$ cat config.mk
export PLATFORM = sky130hd
export DESIGN_NAME = vliw_packet_loader
export DESIGN_NICKNAME = d
export VERILOG_FILES = /design/src/rtl/vliw_packet_loader.sv
export SDC_FILE = /design/constraint.sdc
export NUM_CORES = 1
export LEC_CHECK = 0
export ABC_AREA = 1
export BUFFER_PORTS_ARGS = -buffer_cell sky130_fd_sc_hd__buf_2
export CAP_MARGIN = 25
export CORE_MARGIN = 5
export CORE_UTILIZATION = 40
export DETAILED_ROUTE_END_ITERATION = 8
export PLACE_DENSITY = 0.65
export SLEW_MARGIN = 10
export SYNTH_ARGS = -nofsm -noshare
export SYNTH_HDL_FRONTEND = slang
export SYNTH_SLANG_ARGS = --single-unit
$ cat constraint.sdc
create_clock -name clk -period 2.2 [get_ports clk]
set_input_delay 0.44 -clock clk [delete_from_list [all_inputs] [get_ports clk]]
set_output_delay 0.44 -clock clk [all_outputs]
set_load 0.05 [all_outputs]
$ cat src/rtl/vliw_packet_loader.sv
// Assembles a stream of 32-bit instruction words into ten-slot VLIW packets
// and writes each packet to consecutive instruction-memory addresses.
module vliw_packet_loader #(
  parameter int SLOTS  = 10,
  parameter int WORD   = 32,
  parameter int DEPTH  = 1024,
  parameter int ADDR_W = $clog2(DEPTH)
) (
  input  logic                    clk,
  input  logic                    rst,
  input  logic                    start,
  input  logic                    in_valid,
  output logic                    in_ready,
  input  logic [WORD-1:0]         in_word,
  input  logic                    in_last,
  input  logic                    in_eop,
  output logic                    mem_we,
  output logic [ADDR_W-1:0]       mem_addr,
  output logic [SLOTS*WORD-1:0]   mem_packet,
  output logic [ADDR_W:0]         pkt_count,
  output logic                    done,
  output logic                    overflow
);

  localparam int CNT_W = $clog2(SLOTS + 1);

  typedef enum logic [1:0] {
    IDLE   = 2'd0,
    FILL   = 2'd1,
    COMMIT = 2'd2,
    DONE   = 2'd3
  } state_t;

  state_t                  state;
  state_t                  state_nxt;
  logic [CNT_W-1:0]        slot_cnt;
  logic [SLOTS*WORD-1:0]   pkt_buf;
  logic [SLOTS*WORD-1:0]   buf_nxt;
  logic                    eop_seen;
  logic                    accept;
  logic                    closing;
  logic                    launch;
  logic                    last_addr;

  // Slot 0 sits in the most significant word; a packet-closing word
  // zero-fills every slot above it.
  function automatic logic [SLOTS*WORD-1:0] place_word(
    input logic [SLOTS*WORD-1:0] cur,
    input logic [CNT_W-1:0]      slot,
    input logic [WORD-1:0]       word,
    input logic                  pad
  );
    logic [SLOTS*WORD-1:0] r;
    r = cur;
    for (int s = 0; s < SLOTS; s++) begin
      if (s == int'(slot)) begin
        r[(SLOTS-1-s)*WORD +: WORD] = word;
      end else if (pad && (s > int'(slot))) begin
        r[(SLOTS-1-s)*WORD +: WORD] = '0;
      end
    end
    return r;
  endfunction

  assign in_ready  = (state == FILL);
  assign mem_we    = (state == COMMIT);
  assign accept    = in_valid && in_ready;
  assign closing   = in_last || in_eop || (slot_cnt == CNT_W'(SLOTS - 1));
  assign launch    = start && ((state == IDLE) || (state == DONE));
  assign last_addr = (mem_addr == ADDR_W'(DEPTH - 1));
  assign buf_nxt   = place_word(pkt_buf, slot_cnt, in_word, in_last || in_eop);

  always_comb begin
    state_nxt = state;
    case (state)
      IDLE:    if (start) state_nxt = FILL;
      FILL:    if (accept && closing) state_nxt = COMMIT;
      COMMIT:  state_nxt = (eop_seen || last_addr) ? DONE : FILL;
      DONE:    if (start) state_nxt = FILL;
      default: state_nxt = IDLE;
    endcase
  end

  // Control state: sequencing, addressing, status and the committed packet.
  always_ff @(posedge clk) begin
    if (rst) begin
      state      <= IDLE;
      slot_cnt   <= '0;
      mem_addr   <= '0;
      pkt_count  <= '0;
      done       <= 1'b0;
      overflow   <= 1'b0;
      eop_seen   <= 1'b0;
      mem_packet <= '0;
    end else begin
      state <= state_nxt;
      case (state)
        IDLE, DONE: begin
          if (start) begin
            slot_cnt  <= '0;
            mem_addr  <= '0;
            pkt_count <= '0;
            done      <= 1'b0;
            overflow  <= 1'b0;
            eop_seen  <= 1'b0;
          end
        end
        FILL: begin
          if (accept) begin
            slot_cnt <= slot_cnt + CNT_W'(1);
            if (in_eop) eop_seen <= 1'b1;
            if (closing) mem_packet <= buf_nxt;
          end
        end
        COMMIT: begin
          pkt_count <= pkt_count + (ADDR_W+1)'(1);
          slot_cnt  <= '0;
          // The top address is never exceeded: the address holds instead of wrapping.
          if (!last_addr) mem_addr <= mem_addr + ADDR_W'(1);
          if (eop_seen || last_addr) done <= 1'b1;
          if (last_addr && !eop_seen) overflow <= 1'b1;
        end
        default: ;
      endcase
    end
  end

  // Packet assembly buffer; cleared on every new load and after each commit.
  always_ff @(posedge clk) begin
    if (launch || (state == COMMIT)) begin
      pkt_buf <= '0;
    end else if (accept) begin
      pkt_buf <= buf_nxt;
    end
  end

endmodule

Yosys cells after proc, flatten, opt, wreduce, memory -nomap -nowiden
Cells that the tools add are included.
- order comparisons: 9
- reduce and logical (&&, ||, !) cells: 32
- mux-type cells: 39
- equality and inequality tests: 21
- add/sub/neg operators: 3
- operators by type and width (cell ; number):
    two-way mux 32 bit ; 19
    equality test 4 bit (first input constant) ; 6
    one-hot mux 11 bit (2 select lines) ; 1
    two-way mux 10 bit ; 2
    one-hot mux 10 bit (2 select lines) ; 1
    > comparator 3 x 4 -> 1 bit (first input constant) ; 4
    logical AND 1 bit ; 13
    != test 2 x 1 -> 1 bit (second input constant) ; 6
    one-hot mux 4 bit (3 select lines) ; 1
    AND reduction 3 bit ; 4
    adder 11 x 1 -> 11 bit (second input constant) ; 1
    two-way mux 11 bit ; 1
    adder 10 x 1 -> 10 bit (second input constant) ; 1
    equality test 10 bit (second input constant) ; 1
    equality test 3 x 4 -> 1 bit (first input constant) ; 2
    > comparator 2 x 4 -> 1 bit (first input constant) ; 2
    > comparator 4 bit (first input constant) ; 2
    two-way mux 4 bit ; 2
    two-way mux 2 bit ; 3
    one-hot mux 1 bit (2 select lines) ; 3
    one-hot mux 2 bit (3 select lines) ; 1
    AND reduction 2 bit ; 3
    logical OR 1 bit ; 5
    two-way mux 1 bit ; 5
    other kinds (13) ; 15
- output and inout port bits: 345
- logic and storage cells: 113
- flip-flop bits (word level): 670
- bits of input ports: 38

Longest topological paths before layout
- depth in word-level cells: 5
- gate-level depth with buffers: 12
- depth with buffers taken out: 11

Least setup slack after synthesis
Ideal clock, no wire load.
- path type: register to register
- start point: register state[1]
- end point: register mem_packet[300]
- cell stages (with the launch flop): 9
- buffers on the path: 3
- required time: 2.072 ns
- slack: 0.203 ns
- period minus slack after synthesis: 1.997 ns
- setup time: 0.128 ns
- arrival: 1.868 ns
- cell sequence: dfxtp_1 > inv_1 > ha_1 > nand2_2 > buf_2 > buf_2 > buf_2 > nor2_1 > a21oi_1
- word-level cells in the longest chain between the ends: 3
- RTL lines (element ; line ; source):
    start, declared ; 34 ; state_t state;
    start signal, assigned ; 96 ; state <= state_nxt;
    equality test 2 x 1 -> 1 bit * ; 65 ; assign in_ready = (state == FILL);
    net in_ready ; 13 ; output logic in_ready,
    logical AND 1 bit ; 67 ; assign accept = in_valid && in_ready;
    AND reduction 3 bit (no line) * ; -- ;
    end signal, assigned ; 112 ; if (closing) mem_packet <= buf_nxt;
    end, declared ; 19 ; output logic [SLOTS*WORD-1:0] mem_packet,
Mark *: on every way through the listed nets, which the timed path passes. The rest lies on a longest branch.
A chain may end at the register's enable or synchronous reset.

Worst setup path in the final report
- start point: register state[0]
- end point: output mem_we
- word-level cells in the longest chain between the ends: 1
- RTL lines (element ; line ; source):
    equality test 2 bit ; 66 ; assign mem_we = (state == COMMIT);
    end, declared ; 17 ; output logic mem_we,
No other way between the ends.

==> metrics.txt <==
# TYPE chip_impl_metric gauge
chip_impl_metric{name="port_buffers",unit=""} 382
chip_impl_metric{name="fillerInstances",unit=""} 7269
chip_impl_metric{name="maximum_buffer_depth_of_the_clock_tree",unit=""} 3
chip_impl_metric{name="drv_slew",unit=""} 0
chip_impl_metric{name="simple_gate_area_share_of_the_yosys_netlist",unit=""} 0.260
chip_impl_metric{name="syn-instance-count",unit=""} 4193
chip_impl_metric{name="dpl_wire_length",unit="um"} 65800
chip_impl_metric{name="drtAntennaViolNets",unit=""} 0
chip_impl_metric{name="yosys_warnings",unit=""} 0
chip_impl_metric{name="avg_vias_per_cell",unit=""} 5.13
chip_impl_metric{name="first_global_vias",unit=""} 24900
chip_impl_metric{name="drc",unit=""} 0
chip_impl_metric{name="via_count",unit=""} 28100
chip_impl_metric{name="wl_per_cell",unit="um"} 18.4
chip_impl_metric{name="max_cap_viol_count",unit=""} 0
chip_impl_metric{name="rows",unit=""} 98
chip_impl_metric{name="clkSinkCount",unit=""} 670
chip_impl_metric{name="cellPowerDensity",unit="nW/um2"} 1360
chip_impl_metric{name="count_of_nets_after_finishing",unit=""} 4509
chip_impl_metric{name="post_synth_xor_area_fraction",unit=""} 0.00121
chip_impl_metric{name="fin_crit_sh",unit=""} 0.961
chip_impl_metric{name="syn2layout_area_growth",unit="%"} 19.3
chip_impl_info{name="worst_setup_path_end_kind",value="output port"} 1
chip_impl_metric{name="synth_seq_cells",unit=""} 670
chip_impl_metric{name="syn_nets",unit=""} 4239
chip_impl_metric{name="synth_area_per_cell",unit="um2"} 6.91
chip_impl_metric{name="ir_drop",unit="mV"} 0.601
chip_impl_metric{name="cts_hold_buf",unit=""} 0
chip_impl_metric{name="fp.dieArea",unit="um2"} 77900
chip_impl_metric{name="post_synth_num_cell_types",unit=""} 33
chip_impl_metric{name="dpl_worst_slack",unit="ns"} 0.216
chip_impl_metric{name="synth_compound_area_frac",unit=""} 0.167
chip_impl_metric{name="post-route-min-period",unit="ns"} 2.11
chip_impl_metric{name="slew-limit-headroom",unit=""} 0.353
chip_impl_metric{name="max_freq",unit="MHz"} 473
chip_impl_metric{name="worstSkewPairLatency",unit="ns"} 0.61
chip_impl_metric{name="worst_clock_skew",unit="ns"} 0.0177
chip_impl_metric{name="die_h",unit="um"} 279
chip_impl_metric{name="timing_hold_violations_final",unit=""} 0
chip_impl_metric{name="timing.final.setup_violations",unit=""} 0
chip_impl_info{name="startpoint_type_of_the_worst_setup_path",value="flip-flop"} 1
chip_impl_metric{name="synth.mux.area_fraction",unit=""} 0
chip_impl_info{name="synth_top_family_by_area",value="simple AND/OR/NAND/NOR gates"} 1
chip_impl_info{name="timing.setup.critical_path_class",value="flip-flop to output port"} 1
chip_impl_metric{name="antenna_found_initial",unit=""} 10
chip_impl_metric{name="tightestPinTransition",unit="ns"} 0.970
chip_impl_metric{name="global_route_wire_length_before_repair",unit="um"} 151000
chip_impl_info{name="run_status",value="finished, final reports clean"} 1
chip_impl_metric{name="boundaryPins",unit=""} 383
chip_impl_metric{name="area_share_of_fa_ha_maj_cells_after_synthesis",unit=""} 0.00345
chip_impl_metric{name="syn_area",unit="um2"} 29000
chip_impl_metric{name="die_w",unit="um"} 279
chip_impl_metric{name="drtPass1Iterations",unit=""} 5
chip_impl_metric{name="tritoncts.num_buffers",unit=""} 75
chip_impl_metric{name="grt_max_degree",unit=""} 174
chip_impl_metric{name="grt_util_all_layers",unit=""} 0.246
chip_impl_info{name="clock_tree.root_cell",value="sky130_fd_sc_hd__clkbuf_16"} 1
chip_impl_info{name="tritoncts",value="built"} 1
chip_impl_metric{name="post_route_cells_drive_above_1_share",unit=""} 0.145
chip_impl_metric{name="layout_setup_ws",unit="ns"} 0.0859
chip_impl_metric{name="ys_seq_area_frac",unit=""} 0.463
chip_impl_metric{name="core_area",unit="um2"} 71600
chip_impl_info{name="timing.hold.worst.class",value="primary input to flip-flop"} 1
chip_impl_metric{name="critical_path_arrival",unit="ns"} 1.67
chip_impl_metric{name="clk_pin_slew_worst_paths",unit="ns"} 0.06
chip_impl_metric{name="leakage",unit="uW"} 0.0170
chip_impl_metric{name="global_route.overflow_total",unit=""} 0
chip_impl_metric{name="critical_path_peak_fanout",unit=""} 6
chip_impl_metric{name="cts.htree.levels",unit=""} 3
chip_impl_metric{name="routed_wl",unit="um"} 101000
chip_impl_metric{name="starting_drc_count_in_detailed_routing",unit=""} 2897
chip_impl_metric{name="finalWeightedCongestion",unit=""} 0.841
chip_impl_metric{name="start_util",unit=""} 0.405
chip_impl_metric{name="worstPathRequired",unit="ns"} 1.76
chip_impl_metric{name="fin_setup_tns",unit="ns"} 0
chip_impl_info{name="grt_setup_unrepaired",value="false"} 1
[placed cells by master (no fill, tap or decap), types with 5 or more instances in the layout]
master and n:
sky130_fd_sc_hd__nor2_4 5, sky130_fd_sc_hd__o211ai_1 32, sky130_fd_sc_hd__clkbuf_1 13, sky130_fd_sc_hd__clkbuf_8 15, sky130_fd_sc_hd__bufinv_16 11, sky130_fd_sc_hd__clkbuf_16 79, sky130_fd_sc_hd__clkinv_2 10, sky130_fd_sc_hd__nand2_1 537
sky130_fd_sc_hd__o21ai_0 447, sky130_fd_sc_hd__inv_1 363, sky130_fd_sc_hd__ha_1 8, sky130_fd_sc_hd__dfxtp_1 670, sky130_fd_sc_hd__nand2_2 11, sky130_fd_sc_hd__nor2_1 1040, sky130_fd_sc_hd__buf_12 43, sky130_fd_sc_hd__o21ai_1 287
sky130_fd_sc_hd__a21oi_1 178, sky130_fd_sc_hd__inv_2 9, sky130_fd_sc_hd__buf_4 70, sky130_fd_sc_hd__diode_2 7, sky130_fd_sc_hd__nand3_1 273, sky130_fd_sc_hd__buf_2 381
[routing by layer]
layer,GRT usage,part of all wire,wire length [um]
met1,0.337,0.43,43700
met2,0.385,0.45,45200
met3,0.0473,0.082,8260
met4,0.0933,0.036,3580
met5,0,0,0
[area by class of cell]
type                    instances  area [um2]  area share
flip-flops and latches        670       13400       0.388
multi-input cells            2846       12600       0.363
repair buffers                494        3290      0.0953
clock buffers                 107        2230      0.0646
inverters                     376        1450      0.0418
well taps                     950        1190      0.0344
clock inverters                26         422      0.0122
diodes                          7        17.5    0.000507
[timing repair]
| action | in CTS | in global routing |
|---|---|---|
| hold endpoints to repair | 0 | 0 |
| gates resized for setup | 1 | 0 |
| endpoints found under the setup margin | 1 | 0 |
| setup buffers | 0 | 0 |
[state kept, by name, indices dropped and copies added (netlist names)]
register    flops
mem_packet    320
pkt_buf       320
pkt_count      11
mem_addr       10
slot_cnt        4
state           2
done            1
eop_seen        1
overflow        1
[critical path, cell delays in order (launching register included)]
cell and delay (ns):
sky130_fd_sc_hd__dfxtp_1 0.32, sky130_fd_sc_hd__inv_1 0.06, sky130_fd_sc_hd__ha_1 0.34, sky130_fd_sc_hd__buf_2 0.34
[worst paths after layout]
path,cells past startpoint,end,start,slack (ns)
max,3,mem_we,state[0],0.09
min,5,eop_seen,in_eop,0.18
max reg2reg,8,mem_packet[166],slot_cnt[1],0.16
min reg2reg,2,mem_packet[47],mem_packet[47],0.46
[power by group]
| part | leakage, uW | switching, uW | total [uW] | internal, uW |
|---|---|---|---|---|
| sequential | 0.00548 | 1800 | 17600 | 15800 |
| combinational | 0.0102 | 11000 | 15900 | 4850 |
| clock | 0.00130 | 5120 | 13500 | 8340 |
[cells in the mapped netlist (all sizes together)]
cell	number	area, um2
nor2	1047	3970
o21ai	736	3690
dfxtp	670	13400
nand2	553	2130
inv	376	1410
nand3	275	1390
buf	215	1300
a21oi	178	891
clkbuf	86	324
o211ai	32	240
ha	8	100
nor3	4	20.0
xor2	4	35.0
nand4	3	18.8
nor3b	2	15.0
a211oi	1	7.51
a31oi	1	6.26
o21bai	1	7.51
o22ai	1	6.26
[logic make-up after synthesis]
| logic type | Yosys count |
|---|---|
| XOR/XNOR | 4 |
| flip-flops | 670 |
| buffers and inverters | 677 |
| adder cells (fa/ha/maj) | 8 |
| AND/OR/NAND/NOR | 1884 |
| AO/OA/AOI/OAI | 950 |
[through the flow]
stage,cells,total power (uW),cell area [um2],hold WS (ns),util
5_1_grt,5472,49800,34600,0.179,0.483
3_3_place_gp,5336,33200,31900,0.450,0.445
3_5_place_dp,5336,33500,31900,0.456,0.445
4_1_cts,5469,47100,34600,0.146,0.482
6_report,5476,46900,34600,0.179,0.483
2_1_floorplan,4193,29400,29000,0.467,-
No activity file was read; power rests on OpenSTA's default activity.
